$ cat src/rtl/axi_read_master.sv
// AXI4 read master: one word-address fetch request becomes one fixed-length INCR burst; each beat returns as a registered pulse.
// Optional beat checking (RRESP, RID, RLAST position) is compiled in with AXI_RD_CHECK_EN.
module axi_read_master #(
  parameter logic [3:0] MASTER_ID = 4'd0,
  parameter int         BURST_LEN = 4
) (
  input  logic        ACLK,
  input  logic        ARESETn,
  input  logic        req_valid,
  input  logic [31:0] req_addr,
  output logic        req_ready,
  output logic        rsp_valid,
  output logic [31:0] rsp_data,
  output logic        rsp_last,
  output logic        rsp_err,
  output logic [3:0]  ARID_M,
  output logic [31:0] ARADDR_M,
  output logic [3:0]  ARLEN_M,
  output logic [2:0]  ARSIZE_M,
  output logic [1:0]  ARBURST_M,
  output logic        ARVALID_M,
  input  logic        ARREADY_M,
  input  logic [3:0]  RID_M,
  input  logic [31:0] RDATA_M,
  input  logic [1:0]  RRESP_M,
  input  logic        RLAST_M,
  input  logic        RVALID_M,
  output logic        RREADY_M
);

  typedef enum logic [1:0] {IDLE, ADDR, DATA} state_t;

  localparam logic [3:0] LAST_BEAT = 4'(BURST_LEN - 1);

  state_t     state;
  logic [3:0] beat_cnt;
  logic       r_hs;
  logic       beat_err;

  assign ARID_M    = MASTER_ID;
  assign ARLEN_M   = LAST_BEAT;
  assign ARSIZE_M  = 3'b010;
  assign ARBURST_M = 2'b01;
  assign req_ready = (state == IDLE);
  assign r_hs      = RVALID_M & RREADY_M;

`ifdef AXI_RD_CHECK_EN
  // The counter only flags a misplaced RLAST; RLAST alone ends the burst.
  assign beat_err = (RRESP_M != 2'b00) || (RID_M != MASTER_ID) ||
                    ( RLAST_M && (beat_cnt != LAST_BEAT)) ||
                    (!RLAST_M && (beat_cnt == LAST_BEAT));
`else
  logic unused_chk;
  assign unused_chk = ^{RID_M, RRESP_M};
  assign beat_err   = 1'b0;
`endif

  always_ff @(posedge ACLK or negedge ARESETn) begin
    if (!ARESETn) begin
      state     <= IDLE;
      ARVALID_M <= 1'b0;
      RREADY_M  <= 1'b0;
      ARADDR_M  <= 32'h0;
      beat_cnt  <= 4'h0;
      rsp_valid <= 1'b0;
      rsp_data  <= 32'h0;
      rsp_last  <= 1'b0;
      rsp_err   <= 1'b0;
    end else begin
      rsp_valid <= 1'b0;
      rsp_last  <= 1'b0;
      rsp_err   <= 1'b0;
      case (state)
        IDLE: begin
          if (req_valid) begin
            ARADDR_M  <= req_addr & 32'hFFFF_FFFC;
            ARVALID_M <= 1'b1;
            state     <= ADDR;
          end
        end
        ADDR: begin
          if (ARREADY_M) begin
            ARVALID_M <= 1'b0;
            RREADY_M  <= 1'b1;
            beat_cnt  <= 4'h0;
            state     <= DATA;
          end
        end
        DATA: begin
          if (r_hs) begin
            rsp_valid <= 1'b1;
            rsp_data  <= RDATA_M;
            rsp_last  <= RLAST_M;
            rsp_err   <= beat_err;
            if (beat_cnt != LAST_BEAT) begin
              beat_cnt <= beat_cnt + 4'h1;
            end
            if (RLAST_M) begin
              RREADY_M <= 1'b0;
              state    <= IDLE;
            end
          end
        end
        default: begin
          ARVALID_M <= 1'b0;
          RREADY_M  <= 1'b0;
          state     <= IDLE;
        end
      endcase
    end
  end

endmodule

$ cat config.mk
export PLATFORM = sky130hd
export DESIGN_NAME = axi_read_master
export DESIGN_NICKNAME = d
export VERILOG_FILES = /design/src/rtl/axi_read_master.sv
export SDC_FILE = /design/constraint.sdc
export NUM_CORES = 1
export LEC_CHECK = 0
export BUFFER_PORTS_ARGS = -buffer_cell sky130_fd_sc_hd__buf_2
export CORE_ASPECT_RATIO = 0.5
export CORE_MARGIN = 10
export CORE_UTILIZATION = 38
export DETAILED_ROUTE_END_ITERATION = 8
export PLACE_DENSITY = 0.73
export SETUP_SLACK_MARGIN = 0.4
export SLEW_MARGIN = 5
export SYNTH_ARGS = -nofsm -noshare
export SYNTH_HDL_FRONTEND = slang
export SYNTH_SLANG_ARGS = --single-unit
export TNS_END_PERCENT = 20
$ cat constraint.sdc
create_clock -name ACLK -period 1.4 [get_ports ACLK]
set_input_delay 0 -clock ACLK [delete_from_list [all_inputs] [get_ports ACLK]]
set_output_delay 0 -clock ACLK [all_outputs]
set_load 0.005 [all_outputs]
Yosys cells after proc, flatten, opt, wreduce, memory -nomap -nowiden
Cells that the tools add are included.
{"block": "totals", "register_bits": 68, "latch_bits": 0, "mem_bits_rw": 0, "mem_bits_ro": 0, "inputBits": 76, "output_inout_bits": 83, "word_cells": 38, "n_memories": 0}
{"block": "classes", "addsub": 0, "mul": 0, "div": 0, "n_lt_le_gt_ge": 0, "eq_ne": 6, "shifts": 0, "muxes": 16, "bitwise_logic": 3, "reduce_logical": 6}
{"op": "two-way mux 1 bit", "n": 9}
{"op": "two-way mux 2 bit", "n": 4}
{"op": "inequality test 2 bit (second input constant)", "n": 4}
{"op": "AND reduction 4 bit", "n": 2}
{"op": "case mux 1 bit (3 select lines)", "n": 2}
{"op": "case mux 2 bit (3 select lines)", "n": 1}
{"op": "AND reduction 2 bit", "n": 2}
{"op": "AND reduction 3 bit", "n": 1}
{"op": "== test 2 x 1 -> 1 bit (second input constant)", "n": 1}
{"op": "== test 2 bit (second input constant)", "n": 1}
{"op": "logical NOT 2 bit", "n": 1}
{"op": "NOT 1 bit", "n": 2}
{"op": "AND 1 bit", "n": 1}

Depth between registers and ports, before layout
{"block": "depth", "ltp_word": 3, "ltp_mapped": 5, "ltp_nobuf": 3}

Least setup slack after synthesis
OpenSTA, ideal clock, no wires.
{"block": "synth_path", "path_type": "register to register", "start": "reg state[1]", "end": "reg ARADDR_M[11]", "setup_ps": 125, "arrival_ps": 1225, "required_time_ps": 1275, "slack_ps": 50, "path_stages_with_launch": 5, "n_path_buf": 2, "period_less_slack_ps": 1350, "cell_sequence": "dfrtp_1 buf_2 nor3b_2 buf_4 mux2_2"}
{"block": "synth_via", "elab_chain_cells": 2}
{"item": "from (decl)", "line": "35", "text": "state_t state;"}
{"item": "from (signal assigned)", "line": "60", "text": "state <= IDLE;"}
{"item": "from (signal assigned)", "line": "78", "text": "state <= ADDR;"}
{"item": "from (signal assigned)", "line": "86", "text": "state <= DATA;"}
{"item": "logical NOT 2 bit", "line": "73", "text": "case (state)"}
{"item": "AND reduction 2 bit (no source line)"}
{"item": "to (signal assigned)", "line": "76", "text": "ARADDR_M <= req_addr & 32'hFFFF_FFFC;"}
{"item": "to (decl)", "line": "17", "text": "output logic [31:0] ARADDR_M,"}
No other way between the ends.
A chain may end at the register's enable or synchronous reset.

Worst setup path in the final report
{"block": "layout_path", "start": "reg state[0]", "end": "reg ARADDR_M[12]"}
Same word-level chain as after synthesis.

==> summary.md <==
| Metric | Value |
|---|---|
| Slowest CP cell | `dfrtp_2` |
| Cell family with most CP delay | `flip-flops` |
| Final std cells w/o fill | `just under 500` |
| Register area share after synthesis | `59.9%` |
| Die Area | `0.0115 mm²` |
| Static Leak | `roughly 2.4 nW` |
| Largest stage delay on the critical path | `approximately 0.45 ns` |
| DP Wirelength | `around 5600 µm` |
| Vias | `2,214` |
| Starting Density | `38.9%` |
| Layout fillers | `slightly above 500` |
| Crit path launch type | `flip-flop` |
| Vias in the first global route | `2,446` |
| Final setup viols | `30` |
| Area of the multi-input gates | `between 0.001 and 0.0015 mm²` |
| Final core occ | `63.9%` |
| CP cell instances | `nor3b_4, buf_4, buf_6, mux2_2` |
| CP Capture Type | `flip-flop` |
| Adder-cell area share of the yosys netlist | `0%` |
| FMAX | `a little under 0.7 GHz` |
| Fin area | `between 0.004 and 0.005 mm²` |
| IO Pins | `between 150 and 200` |
| Die X | `between 100 and 150 µm` |
| Core region area | `about 0.0073 mm²` |
| Max-slew violation count | `0` |
| Reg2Reg Setup Slack | `-0.06 ns` |
| Data arrival, critical path | `1.66 ns` |
| Number of buffers created by CTS | `9` |
| Area grow syn2layout | `64.2%` |
| I/O Buffers | `around 130` |
| Post-route setup slack | `-0.0579 ns` |
| Mux cell area share after synthesis | `around 29%` |
| Worst Path Buf+Inv | `2` |
| Total power | `9.49 mW` |
| Final min period | `1.46 ns` |
| Compound-Gate Fraction of Synth Area | `less than 1%` |
| Crit-path max FO | `8` |
| CTS tree | `done` |
| Unrepaired setup endpoints after global routing | `true` |
| Largest family of logic cells by synthesized area | `multiplexers` |
| Syn avg cell area | `16.0 µm²` |
| Top-area cell type share of the netlist area | `approximately 60%` |
| Hold WC Path Type | `in -> reg` |
| Worst-path clk slew | `~0.05 ns` |
| Share of layout cells above drive strength 1 | `~57%` |
| Initial antenna violation count | `0` |
| Unique masters post-synth | `18` |
| Sequential cell area | `approximately 0.0017 mm²` |
| Clock Latency Late Sink | `about 0.32 ns` |
| Synth Area in XOR/XNOR | `0%` |
| Cells after Synth | `around 180` |
| Placed cell area | `0.00360 mm²` |
| Dominant cell type by area after synthesis | `dfrtp_1` |
| Total Routing Usage GR | `14.5%` |
| MaxCap Viol Count | `0` |
| GRT overflow | `0` |
| Place WS | `~0.019 ns` |
| Residual DRC | `0` |
| Chip height | `approximately 81 µm` |
| Routability cong. | `around 0.73` |
| Inst Count DP | `between 400 and 500` |
| Max Clock Skew | `between 0.005 and 0.006 ns` |
| Clock H-tree levels | `3` |
| First-pass GRT wire length | `between 10,000 and 15,000 µm` |
| Routed WL per cell | `18.5 µm` |
| Clock sinks | `slightly below 70` |
| DR pass1 iterations | `4` |
| Clk Tree Root Cell | `clkbuf_16` |
| Largest cells by area after synthesis | `dfrtp_1, mux2_4, mux2_2` |
| Most common cell after layout, fill and taps aside | `buf_2` |
| Power per Cell Area | `between 2000 and 2500 mW/mm²` |
| Mapped cell area | `0.00284 mm²` |
| Synthesized flop and latch total | `between 60 and 70` |
| Final Hold Fails | `0` |
| Hold Slack | `~0.022 ns` |
| Nets@finish | `~470` |
| Final setup TNS | `-1.32 ns` |
| Simple-gate portion of the synthesized area | `3.00%` |
| Largest net degree at the start of global routing | `52` |
| Vias per cell | `4.50` |
| Row count | `22` |
| Antenna viol nets, final | `0` |
| Routed WL | `a little over 9000 µm` |
| Initial drt markers | `115` |
| Yosys warns | `0` |
| CTS Buffer Depth | `2` |
| Setup CP Type | `reg -> reg` |
| Maximum vdd drop | `~0.90 mV` |
| Most frequent cells in the layout | `buf_2, dfrtp_1, dlygate4sd3_1` |
| WP data required | `about 1.6 ns` |
| Outcome | `finished, violations left` |
| Tcrit/Tclk final | `104%` |
| Failing checks | `negative setup slack` |
==> final timing paths <==
check	from	end	depth (start not counted)
max	state[0]$_DFFE_PN0P_	ARADDR_M[12]$_DFFE_PN0P_	4
min	req_valid	ARVALID_M$_DFFE_PN0P_	3
max reg2reg	state[0]$_DFFE_PN0P_	ARADDR_M[12]$_DFFE_PN0P_	4
min reg2reg	ARADDR_M[26]$_DFFE_PN0P_	ARADDR_M[26]$_DFFE_PN0P_	1
max in group asynchronous	ARESETn	state[0]$_DFFE_PN0P_	3
min in group asynchronous	ARESETn	rsp_data[21]$_DFFE_PN0P_	2
==> cells in the mapped netlist <==
master   count
a21oi_1      2
buf_2        1
buf_4       19
buf_6        4
conb_1       2
dfrtp_1     68
inv_1        3
mux2_1       1
mux2_2      32
mux2_4      29
mux2i_1      1
nand2_1      4
nand3_1      3
nand3_4      1
nor2_1       3
nor2b_4      1
nor3b_2      1
o21ai_0      3
==> worst min-delay path, delay by kind of cell <==
kind | cells | cell delay, ns
AO/OA/AOI/OAI | 2 | 0.20
buffers and inverters | 1 | 0.10
==> metal layers <==
| metal | vias up | part of all wire, % | track usage, % |
|---|---|---|---|
| li1 | 1001 | - | - |
| met1 | 1115 | 34 | 14.1 |
| met2 | 84 | 58 | 28.7 |
| met3 | 14 | 5.5 | 4.31 |
| met4 | 0 | 2.2 | 5.88 |
| met5 | - | 0 | 0 |
==> power breakdown <==
group          switching, mW  leakage [nW]  total [mW]  internal [mW]
registers              0.573         0.809        3.52           2.95
clock network          0.815         0.151        2.42           1.60
logic                   1.37          1.42        3.55           2.18
total                   2.76          2.38        9.49           6.73
==> logic make-up (layout without fill, tap and decap cells) <==
family | count (synthesis) | count (layout)
mux | 63 | 63
other cells | 2 | 17
flops | 68 | 68
simple gates | 13 | 13
buf+inv | 27 | 230
compound gates | 5 | 5
==> sequential cells by signal, summed over array words and instances (netlist names) <==
name       count
rsp_valid      1
ARVALID_M      1
ARADDR_M      30
rsp_last       1
state          2
RREADY_M       1
rsp_data      32
==> cell type report <==
class | count | area share [%]
flip-flops and latches | 68 | 36.5
repair buffers | 211 | 31.9
multi-input cells | 97 | 21.6
clock buffers | 10 | 5.12
well taps | 96 | 2.58
clock inverters | 6 | 1.88
inverters | 3 | 0.349
diodes | 1 | 0.0537
==> timing repair <==
item                                    4_1_cts  5_1_grt
endpoints found under the setup margin       64       67
endpoints found under the hold margin        83        0
cloned                                        0        1
pin swaps                                     0        1
hold buffers                                 67        0
resized for setup                             0        8
buffers inserted                              0        2
(Power assumes the default switching activity.)
